<file path="config.mk">
export PLATFORM = sky130hd
export DESIGN_NAME = dz_modem_scan
export DESIGN_NICKNAME = d
export VERILOG_FILES = /design/src/rtl/dz_modem_scan.sv
export SDC_FILE = /design/constraint.sdc
export NUM_CORES = 1
export LEC_CHECK = 0
export CAP_MARGIN = 20
export CORE_MARGIN = 3
export CORE_UTILIZATION = 60
export DETAILED_ROUTE_END_ITERATION = 16
export GPL_TIMING_DRIVEN = 0
export HOLD_SLACK_MARGIN = 0.08
export PLACE_DENSITY_LB_ADDON = 0.05
export SYNTH_ARGS = -nofsm -noshare
export SYNTH_HDL_FRONTEND = slang
export SYNTH_SLANG_ARGS = --single-unit
</file>
<file path="constraint.sdc">
create_clock -name clk -period 6.1 [get_ports clk]
set_input_delay 0.915 -clock clk [delete_from_list [all_inputs] [get_ports clk]]
set_output_delay 0.915 -clock clk [all_outputs]
set_load 0.02 [all_outputs]
</file>
<file path="src/rtl/dz_modem_scan.sv">
// dz_modem_scan
// Modem-status change scanner for the DZ11 line block. Walks the eight lines
// round-robin at a programmable rate and debounces each line's CO/RI pair.
// It keeps a debounced status image and hands per-line change events to the
// interrupt/CSR logic, one at a time, over a req/ack handshake.
//
// Ports:
//   clk      clock
//   rst      asynchronous active-high reset
//   msrIN    synchronized MSR, [15:8]=CO line 7..0, [7:0]=RI line 7..0
//   scanEN   1 = scanning runs, 0 = prescaler/pointer/debounce frozen
//   evtACK   consumer accepts the presented event
//   ovrCLR   clears the sticky overrun flag
//   evtREQ   event valid
//   evtLINE  line number of the presented event
//   evtCO    debounced CO of evtLINE, captured when the event was offered
//   evtRI    debounced RI of evtLINE, captured when the event was offered
//   stsMSR   debounced status image, same layout as msrIN
//   overrun  sticky: a change was accepted on a line whose event was pending

module dz_modem_scan #(
   parameter int DEBOUNCE = 4,
   parameter int SCAN_DIV = 16
) (
   input  logic        clk,
   input  logic        rst,
   input  logic [15:0] msrIN,
   input  logic        scanEN,
   input  logic        evtACK,
   input  logic        ovrCLR,
   output logic        evtREQ,
   output logic [2:0]  evtLINE,
   output logic        evtCO,
   output logic        evtRI,
   output logic [15:0] stsMSR,
   output logic        overrun
);

   localparam int PW = (SCAN_DIV > 1) ? $clog2(SCAN_DIV) : 1;
   localparam int CW = (DEBOUNCE > 1) ? $clog2(DEBOUNCE) : 1;
   localparam logic [PW-1:0] PRESC_LAST = PW'(SCAN_DIV - 1);
   localparam logic [CW-1:0] CNT_LAST   = CW'(DEBOUNCE - 1);

   typedef enum logic {
      IDLE,
      OFFER
   } state_t;

   state_t        state;
   logic [PW-1:0] presc;
   logic [2:0]    ptr;
   logic [2:0]    rrPtr;
   logic [CW-1:0] cnt [8];
   logic [7:0]    stableCo;
   logic [7:0]    stableRi;
   logic [7:0]    pending;

   logic          tick;
   logic [7:0]    coIn;
   logic [7:0]    riIn;
   logic          sampleCo;
   logic          sampleRi;
   logic          differs;
   logic          accept;
   logic [7:0]    acceptMask;
   logic [7:0]    ackMask;
   logic          selFound;
   logic [2:0]    selLine;
   logic [2:0]    idx;

   // The scan tick fires on the last prescaler count. Only the line under
   // the pointer is compared against its stable value, and acceptance
   // happens when that line has already differed DEBOUNCE-1 times in a row.
   always_comb begin
      tick       = scanEN && (presc == PRESC_LAST);
      coIn       = msrIN[15:8];
      riIn       = msrIN[7:0];
      sampleCo   = coIn[ptr];
      sampleRi   = riIn[ptr];
      differs    = (sampleCo != stableCo[ptr]) || (sampleRi != stableRi[ptr]);
      accept     = tick && differs && (cnt[ptr] == CNT_LAST);
      acceptMask = accept ? (8'b1 << ptr) : 8'b0;
      ackMask    = ((state == OFFER) && evtACK) ? (8'b1 << evtLINE) : 8'b0;
   end

   // Round-robin pick: the first pending line at or above rrPtr, wrapping
   // past line 7 back to line 0, so a busy low line cannot starve others.
   always_comb begin
      selFound = 1'b0;
      selLine  = rrPtr;
      idx      = 3'd0;
      for (int i = 0; i < 8; i++) begin
         idx = rrPtr + 3'(i);
         if (!selFound && pending[idx]) begin
            selFound = 1'b1;
            selLine  = idx;
         end
      end
   end

   // Prescaler, scan pointer and per-line debounce counters. Everything
   // here holds its value while scanEN is low, so a paused scan resumes
   // exactly where it left off. Any sample matching the stable value
   // restarts that line's count.
   always_ff @(posedge clk or posedge rst) begin
      if (rst) begin
         presc    <= '0;
         ptr      <= 3'd0;
         stableCo <= 8'd0;
         stableRi <= 8'd0;
         for (int i = 0; i < 8; i++) begin
            cnt[i] <= '0;
         end
      end else if (scanEN) begin
         presc <= tick ? '0 : presc + 1'b1;
         if (tick) begin
            ptr <= ptr + 3'd1;
            if (!differs) begin
               cnt[ptr] <= '0;
            end else if (cnt[ptr] != CNT_LAST) begin
               cnt[ptr] <= cnt[ptr] + 1'b1;
            end else begin
               stableCo[ptr] <= sampleCo;
               stableRi[ptr] <= sampleRi;
               cnt[ptr]      <= '0;
            end
         end
      end
   end

   // Status image trails the stable registers by one clock. Overrun is
   // sticky and a fresh overrun beats a clear arriving in the same cycle.
   always_ff @(posedge clk or posedge rst) begin
      if (rst) begin
         stsMSR  <= 16'd0;
         overrun <= 1'b0;
      end else begin
         stsMSR <= {stableCo, stableRi};
         if (accept && pending[ptr]) begin
            overrun <= 1'b1;
         end else if (ovrCLR) begin
            overrun <= 1'b0;
         end
      end
   end

   // Event delivery. The offered CO/RI are snapshots taken when the event
   // is loaded, so later line activity cannot disturb a held offer. A new
   // acceptance on the line being acked keeps its pending bit set, so the
   // fresh values are offered again later.
   always_ff @(posedge clk or posedge rst) begin
      if (rst) begin
         state   <= IDLE;
         pending <= 8'd0;
         rrPtr   <= 3'd0;
         evtREQ  <= 1'b0;
         evtLINE <= 3'd0;
         evtCO   <= 1'b0;
         evtRI   <= 1'b0;
      end else begin
         pending <= (pending & ~ackMask) | acceptMask;
         case (state)
            IDLE: begin
               if (selFound) begin
                  evtLINE <= selLine;
                  evtCO   <= stableCo[selLine];
                  evtRI   <= stableRi[selLine];
                  evtREQ  <= 1'b1;
                  state   <= OFFER;
               end
            end
            OFFER: begin
               if (evtACK) begin
                  rrPtr  <= evtLINE + 3'd1;
                  evtREQ <= 1'b0;
                  state  <= IDLE;
               end
            end
            default: begin
               evtREQ <= 1'b0;
               state  <= IDLE;
            end
         endcase
      end
   end

endmodule

</file>
# Yosys cells after proc, flatten, opt, wreduce, memory -nomap -nowiden
# Cells that the tools add are included.
# word_totals
inputBits	21
elab_cells	158
output_inout_bits	23
regBits	74
# classes
reduce_logical	28
mux	68
eq_ne	7
magnitude_cmp	13
shifts	2
addsub	11
bitwise_logic	8
# ops
operator	n
1-bit binary-select mux with 3-bit select	15
3-bit by 4-bit less-than comparator with 1-bit output, second input constant	10
16-bit 2-to-1 mux	2
1-bit 2-to-1 mux	30
3-bit 2-to-1 mux	7
16-bit AND	1
16-bit bitwise mux	1
8-bit bitwise mux	2
8-bit 2-to-1 mux	2
16-bit NOT	1
1-bit by 3-bit left shift with 8-bit output, first input constant	2
1-bit logical AND	14
3-bit adder, second input constant	4
3-bit by 1-bit adder with 3-bit output, second input constant	3
8-bit AND	1
8-bit NOT	1
8-bit bitwise OR	1
2-bit AND reduction	4
1-bit logical NOT	7
3-bit by 2-bit adder with 3-bit output, second input constant	2
2-bit binary-select mux with 3-bit select	1
2-bit demux with 3-bit select	1
2-bit 2-to-1 mux	3
2-bit != test, second input constant	3
other kinds (16)	19

# Logic depth before layout (Yosys ltp)
# Gate-level depths: netlist of the first run.
# depth
depth_word	26
mapped_depth	14
depth_no_buf	11

# Least setup slack after synthesis of the first run
# No wires, ideal clock.
# synth_timing
path_type	register -> register
startpoint	register rrPtr[0]
endpoint	register evtCO
n_path_buf	2
stages_incl_launch_ff	13
synth_period_minus_slack_ns	3.466
path_slack_ns	2.634
setup_time_ns	0.087
arrival_ns	3.379
path_cell_list	dfrtp_1 > buf_6 > inv_1 > ha_1 > buf_6 > mux2i_1 > mux4_2 > o32a_1 > o211a_1 > o32a_4 > or2_4 > a221o_1 > o211ai_1
# synth_between
elab_chain_len	26
word_cells_on_any_way	55
cone_classes	7 x add/sub; 33 x mux; 15 x reduce/logical
# synth_rtl
element	line	text
start: declaration	52	logic [2:0] rrPtr;
start signal: assignment	174	rrPtr <= evtLINE + 3'd1;
parallel branches: the longest is 26 deep, another holds 3-bit by 1-bit adder with 3-bit output	--	
end signal: assignment	166	evtCO <= stableCo[selLine];
end: declaration	33	output logic evtCO,
# Several ways; the timed one is not identified. The select of a mux whose other input is x is not followed.
# A chain may end at the register's enable or synchronous reset.

# Final worst setup path of the first run
# layout_timing
startpoint	register ptr[0]
endpoint	register stableCo[0]
# layout_between
elab_chain_len	7
word_cells_on_any_way	24
cone_classes	2 x order compare; 3 x eq/ne; 14 x mux; 2 x bitwise; 3 x reduce/logical
# layout_rtl
element	line	text
start: declaration	51	logic [2:0] ptr;
start signal: assignment	117	ptr <= ptr + 3'd1;
3-bit NOT with 4-bit output (not written as such)	120	end else if (cnt[ptr] != CNT_LAST) begin
2-bit binary-select mux with 3-bit select	120	
2-bit 2-to-1 mux (not written as such) (2 in a row)	120	
2-bit != test	120	
1-bit NOT (no line)	--	
4-bit AND reduction (no line)	--	
end signal: indexed assignment	123	stableCo[ptr] <= sampleCo;
end: declaration	54	logic [7:0] stableCo;
# Parallel ways exist; a longest one is shown, timed or not. The select of a mux whose other input is x is not followed.

==> reports/qor.yml, run 1 <==
synth:
  sequential_to_total_area_share_from_yosys_stat: 0.414
  synth_top_area_frac: 0.414
  synth.most_common_cell: "dfrtp_1"
  syn_inst: 389
  synth.largest_area_cell: "dfrtp_1"
  post_synth.cell_area_avg_um2: 11.5
  synth_area_um2: 4470
  ys_top_cells_by_area: "dfrtp_1, mux2_2, mux4_2"
  mapped_nets: 426
  synth_edf_count: 0
  synth_commonest_cells: "dfrtp_1, mux2_2, nand2_1, nor2_1, o21ai_0"
  leading_register_cell_type_out_of_synthesis: "dfrtp_1"
  synth_async_sr_flop_share: 1.00
  synthDistinctLibCells: 59
  yosys_warnings: 0
  ys_ff_latch: 74
layout:
  design_area_um2: 5230
  p_r_area_growth_vs_syn_pct: 17.0
  nets: 480
  antenna-diode-count: 0
  drive_gt1_frac: 0.201
power_and_ir_drop:
  vdd.ir_drop.worst_v: 0.000208
  power.density_cell_area_nw_per_um2: 315
  power.leakage_uw: 0.00235
sta:
  setup_viol_count_final: 0
  final.min_clock_period_ps: 3940
  setup_repair_after_global_routing_missed_its_margin: "no"
  timing.final.max_slew_violations: 0
  timing_hold_violations_final: 0
  layout_skew_ps: 5.21
  fmaxAchievable_mhz: 254
  timing.setup.tns_ps: 0
  worst-slew-pin-transition_ps: 886
  worst_slack_ps: 2160
  relSlewSlack: 0.409
  layout_worst_path_cycle_share: 0.646
clock_tree:
  cts_hold_repair.buffers: 0
  worst_setup_hold_path_clk_slew_ps: 80
  cts_resized: 0
  cts_post_setup_buffers_inserted: 0
  number_of_buffers_created_by_cts: 9
  clock_insertion_delay_worst_skew_ps: 350
  ctsRootBufferMaster: "clkbuf_8"
  cts_h_tree_depth: 3
  cts_num_sinks: 74
  longest_clk_path_bufs: 2
  tritoncts: "yes"
drt:
  viasPerCell: 6.28
  final_wl_um: 9930
  firstDrtPassIters: 5
  ant_nets: 0
  initialDrtViolationCount: 249
  avgRoutedWirePerCell_um: 18.2
  detailroute.via_count: 3417
  detail_route.drc_violations: 0
grt:
  globalRoute.totalOverflow: 0
  grt_first_pass_wirelength_um: 16500
  grt_pass1_vias: 3290
  grt_max_degree: 75
  grt_antenna_before_repair: 0
  grt_util_all_layers: 0.244
critical_path:
  arrival_ps: 4180
  cp-start-kind: "flop"
  setup.worst_path.class: "flop to flop"
  endpoint_kind: "flop"
  timing.critical_path.fanout_max: 10
  worst_ep_required_time_ps: 6340
place:
  place.gp.congestion: 0.886
  placedInstanceArea_um2: 5020
  post-place-ws_ps: 1980
  io_buffers: 43
  post-dp-hpwl_um: 7320
floorplan:
  dieWidth_um: 92.3
  die_area_um2: 8520
  ioPinCount: 44
  fp.dieH_um: 92.3
  initial_utilization: 0.637
  core_region_area_um2: 7020
  floorplan.rows: 30
outcome:
  outcome: "complete, no violations"
worst_hold_path:
  holdCritPathClass: "flop to flop"
run:
  drv_cap: 0
-- power breakdown --
| group | switching (uW) | internal [uW] | total, uW |
|---|---|---|---|
| Sequential | 47.5 | 538 | 585 |
| Combinational | 379 | 288 | 668 |
| Clock | 196 | 196 | 392 |
| Total | 623 | 1020 | 1650 |
-- area by class of cell --
class / instances / area (um2)
Buffer: 16 / 110
Fill cell: 515 / 1790
Timing Repair Buffer: 43 / 430
Sequential cell: 74 / 1850
Inverter: 14 / 55.1
Clock buffer: 9 / 124
Clock inverter: 7 / 83.8
Multi-Input combinational cell: 285 / 2450
Tap cell: 96 / 120
-- per-stage QoR --
step / hold slack (ps) / utilization / total power [uW] / instances
3_5_place_dp: 433 / 0.716 / 1260 / 528
3_3_place_gp: 419 / 0.715 / 1240 / 528
5_1_grt: 473 / 0.745 / 1740 / 544
6_report: 448 / 0.745 / 1650 / 544
4_1_cts: 452 / 0.745 / 1650 / 544
2_1_floorplan: 383 / - / 1090 / 389
-- flip-flops by register name, summed over array words and instances (netlist names), 3 cells and up --
register and cells:
evtLINE 3, pending 8, stableCo 8, presc 4
stableRi 8, ptr 3, stsMSR 16, rrPtr 3
cnt 16
-- placed cells by master, fill, tap and decap left out, types with 3 or more instances in the layout --
| cell type | instances |
|---|---|
| ha_1 | 16 |
| nor2_1 | 23 |
| a21oi_1 | 6 |
| and2_1 | 3 |
| nand4_1 | 3 |
| nand2_1 | 38 |
| a211oi_1 | 8 |
| nor2b_1 | 5 |
| a221oi_1 | 6 |
| o21ai_0 | 19 |
| nand3_1 | 9 |
| mux4_1 | 7 |
| nand2b_1 | 4 |
| a32o_1 | 3 |
| mux2i_1 | 14 |
| dfrtp_1 | 74 |
| a22oi_1 | 3 |
| inv_1 | 12 |
| nand3b_1 | 3 |
| clkdlybuf4s50_1 | 43 |
| clkbuf_1 | 7 |
| a22o_1 | 5 |
| xnor2_1 | 4 |
| and3_1 | 5 |
| nor3_1 | 6 |
| mux2_2 | 43 |
| clkbuf_8 | 12 |
| mux4_2 | 11 |
| xor2_1 | 3 |
| o211ai_1 | 5 |
| a2111oi_0 | 3 |
-- kinds of logic (layout without fill, tap and decap cells) --
logic type | after synthesis | after routing | synth area share
and+or+nand+nor | 107 | 107 | 0.116
AOI/OAI and AO/OA | 78 | 78 | 0.132
buffers and inverters | 30 | 89 | 0.0364
adders and majority gates | 16 | 16 | 0.0448
muxes | 77 | 77 | 0.243
xor gates and xnor gates | 7 | 7 | 0.0137
DFF | 74 | 74 | 0.414
-- per-layer routing --
| metal | vias up | GRT usage | routed length [um] |
|---|---|---|---|
| li1 | 1588 | - | - |
| met1 | 1689 | 0.365 | 4540 |
| met5 | - | 0 | 0 |
| met2 | 123 | 0.369 | 4720 |
| met3 | 17 | 0.0341 | 525 |
| met4 | 0 | 0.0792 | 136 |
-- final timing paths --
path                       slack [ps]  cells after the start     endpoint   startpoint
setup / recovery                 2160                     13  stableCo[0]       ptr[0]
max in group asynchronous        4420                      2   evtLINE[2]          rst
hold reg to reg                   450                      0    stsMSR[8]  stableCo[0]
setup reg to reg                 2160                     13  stableCo[0]       ptr[0]
min in group asynchronous        1100                      2     presc[0]          rst
hold / removal                    450                      0    stsMSR[8]  stableCo[0]
-- worst max-delay path, cell delays in order (launching register included) --
cell,delay (ps)
dfrtp_1,390
clkbuf_1,380
buf_2,320
buf_1,520
mux2i_1,170
nor2_1,160
a21oi_1,60
o21ai_0,110
ha_1,210
nor2b_1,300
nor2b_1,210
clkbuf_1,390
and3_1,270
mux2_2,340
No activity file was read; power rests on OpenSTA's default activity.
==> run 2, diff against run 1 <==
--- a/config.mk
+++ b/config.mk
@@ -7,7 +7,7 @@
 export LEC_CHECK = 0
 export CAP_MARGIN = 20
 export CORE_MARGIN = 3
-export CORE_UTILIZATION = 60
+export CORE_UTILIZATION = 58
 export DETAILED_ROUTE_END_ITERATION = 16
 export GPL_TIMING_DRIVEN = 0
 export HOLD_SLACK_MARGIN = 0.08
==> constraint.sdc (replaced) <==
create_clock -name clk -period 3.9 [get_ports clk]
set_input_delay 0.585 -clock clk [delete_from_list [all_inputs] [get_ports clk]]
set_output_delay 0.585 -clock clk [all_outputs]
set_load 0.02 [all_outputs]
==> reports/qor.yml, run 2 (same netlist as run 1, synthesis figures left out) <==
floorplan:
  initial_utilization: 0.606  # -0.0303
  floorplan.rows: 31  # +3.3%
  core_region_area_um2: 7370  # +5.0%
  fp.dieH_um: 93.8  # +1.6%
  die_area_um2: 8790  # +3.2%
  ioPinCount: 44  # unchanged
  dieWidth_um: 93.8  # +1.6%
sta:
  relSlewSlack: 0.383  # -0.0257
  fmaxAchievable_mhz: 270  # +6.3%
  worst_slack_ps: 193  # -1970 ps
  timing_hold_violations_final: 0  # unchanged
  setup_viol_count_final: 0  # unchanged
  worst-slew-pin-transition_ps: 923  # +36.6 ps
  final.min_clock_period_ps: 3710  # -233 ps
  timing.setup.tns_ps: 0  # unchanged
  setup_repair_after_global_routing_missed_its_margin: "no"
  layout_worst_path_cycle_share: 0.951  # +0.305
  timing.final.max_slew_violations: 0  # unchanged
  layout_skew_ps: 7.38  # +2.18 ps
power_and_ir_drop:
  design_power_total_uw: 2750  # +67%
  clkPwrFrac: 0.258  # +0.020
  fraction_of_power_consumed_by_sequential_logic: 0.332  # -0.024
  p_sw_uw: 987  # +58%
  power.leakage_uw: 0.00239  # +1.8%
  p_int_uw: 1770  # +73%
  power.density_cell_area_nw_per_um2: 515  # +64%
  p_comb_frac: 0.410  # +0.004
  vdd.ir_drop.worst_v: 0.000506  # +140%
  power_switching_share: 0.359  # -0.0202
clock_tree:
  tritoncts: "yes"
  number_of_buffers_created_by_cts: 9  # unchanged
  worst_setup_hold_path_clk_slew_ps: 80  # about the same
  cts_h_tree_depth: 3  # unchanged
  longest_clk_path_bufs: 2  # unchanged
  cts_hold_repair.buffers: 0  # unchanged
  clock_insertion_delay_worst_skew_ps: 340  # about the same
  ctsRootBufferMaster: "clkbuf_8"
  cts_num_sinks: 74  # unchanged
drt:
  detail_route.drc_violations: 0  # unchanged
  avgRoutedWirePerCell_um: 18.4  # +1.0%
  firstDrtPassIters: 7  # +2
  detailroute.via_count: 3445  # +0.82%
  final_wl_um: 10100  # +1.9%
  initialDrtViolationCount: 259  # +4.0%
  viasPerCell: 6.28  # about the same
  ant_nets: 0  # unchanged
run:
  drv_cap: 0  # unchanged
place:
  post-place-ws_ps: -83.8  # -2070 ps
  post-dp-hpwl_um: 7340  # +0.31%
  place.gp.congestion: 0.905  # +2.2%
  io_buffers: 43  # unchanged
grt:
  grt_first_pass_wirelength_um: 17300  # +4.3%
  grt_antenna_before_repair: 0  # unchanged
  grt_pass1_vias: 3474  # +5.6%
  grt_util_all_layers: 0.249  # +0.00551
  globalRoute.totalOverflow: 0  # unchanged
  grt_max_degree: 75  # unchanged
critical_path:
  cp-start-kind: "flop"
  timing.critical_path.fanout_max: 10  # unchanged
  worst_ep_required_time_ps: 4170  # -2170 ps
  setup.worst_path.class: "flop to flop"
  arrival_ps: 3980  # -200 ps
  endpoint_kind: "flop"
layout:
  nets: 482  # +0.42%
  p_r_area_growth_vs_syn_pct: 19.5
  layout.cells.most_common_list: "dfrtp_1, mux2_2, clkdlybuf4s50_1"
  antenna-diode-count: 0  # unchanged
  largestRegisters: "cnt x16, stsMSR x16"
  layout_commonest_cell: "dfrtp_1"
  drive_gt1_frac: 0.244  # +0.0436
outcome:
  outcome: "complete, no violations"
worst_hold_path:
  holdCritPathClass: "flop to flop"
## run 2: cell types whose count changed in the layout (fill, tap and decap cells not counted), moves of 2 or more
| cell | before | now |
|---|---|---|
| clkbuf_1 | 7 | 3 |
| buf_1 | 2 | 0 |
| clkinv_2 | 0 | 2 |
| bufinv_16 | 1 | 3 |
| mux4_2 | 11 | 14 |
| clkbuf_2 | 0 | 5 |
| inv_6 | 2 | 0 |
| mux4_1 | 7 | 4 |
## run 2: repair_timing
item / 4_1_cts / 5_1_grt
pin swaps: 0 / 2
setup buffers: 0 / 2
endpoints found under the setup margin: 6 / 14
resized for setup: 1 / 25
## run 2: cell type report
class | count | area (um2)
well taps | 99 | 124
clock buffers | 9 | 124
multi-input cells | 285 | 2500
fillers | 529 | 2030
plain buffers | 16 | 121
flip-flops and latches | 74 | 1850
inverters | 14 | 58.8
clock inverters | 7 | 118
repair buffers | 45 | 445
## run 2: worst paths after layout
check | startpoint | to | slack, ps | depth (start not counted)
hold reg to reg | stableCo[0] | stsMSR[8] | 440 | 0
min in group asynchronous | rst | overrun | 780 | 2
max in group asynchronous | rst | rrPtr[0] | 2510 | 2
setup / recovery | rrPtr[0] | evtRI | 190 | 12
setup reg to reg | rrPtr[0] | evtRI | 190 | 12
hold / removal | stableCo[0] | stsMSR[8] | 440 | 0
## run 2: through the flow
| stage | hold slack (ps) | area, um2 | cells | utilization |
|---|---|---|---|---|
| global placement | 424 | 5020 | 531 | 0.682 |
| detailed placement | 427 | 5030 | 531 | 0.682 |
| finish | 443 | 5340 | 549 | 0.725 |
| global route | 464 | 5340 | 549 | 0.725 |
| CTS | 440 | 5270 | 547 | 0.715 |
| floorplan | 383 | 4470 | 389 | - |
## run 2: worst max-delay path, cell delays in order (launching register included)
cell        delay [ps]
dfrtp_2            420
buf_6              190
clkinvlp_4         140
ha_4               310
buf_6              160
mux2i_1            100
mux4_2             530
o32a_1             380
o211a_1            170
o32a_4             430
or2_4              290
a221o_1            360
o211ai_1           160
## run 2: metal layers
layer	wire, um	up-vias	track usage	share of wire
met1	4720	1725	0.373	0.47
li1	-	1584	-	-
met2	4710	120	0.369	0.47
met5	0	-	0	0
met3	522	16	0.0457	0.052
met4	163	0	0.0782	0.016
## run 2: power by group through the flow
stage | Combinational, uW | Clock (uW) | Sequential [uW]
floorplan | 769 | 0 | 930
global placement | 1020 | 0 | 925
detailed placement | 1040 | 0 | 929
CTS | 1050 | 723 | 915
global route | 1230 | 756 | 927
finish | 1130 | 711 | 913
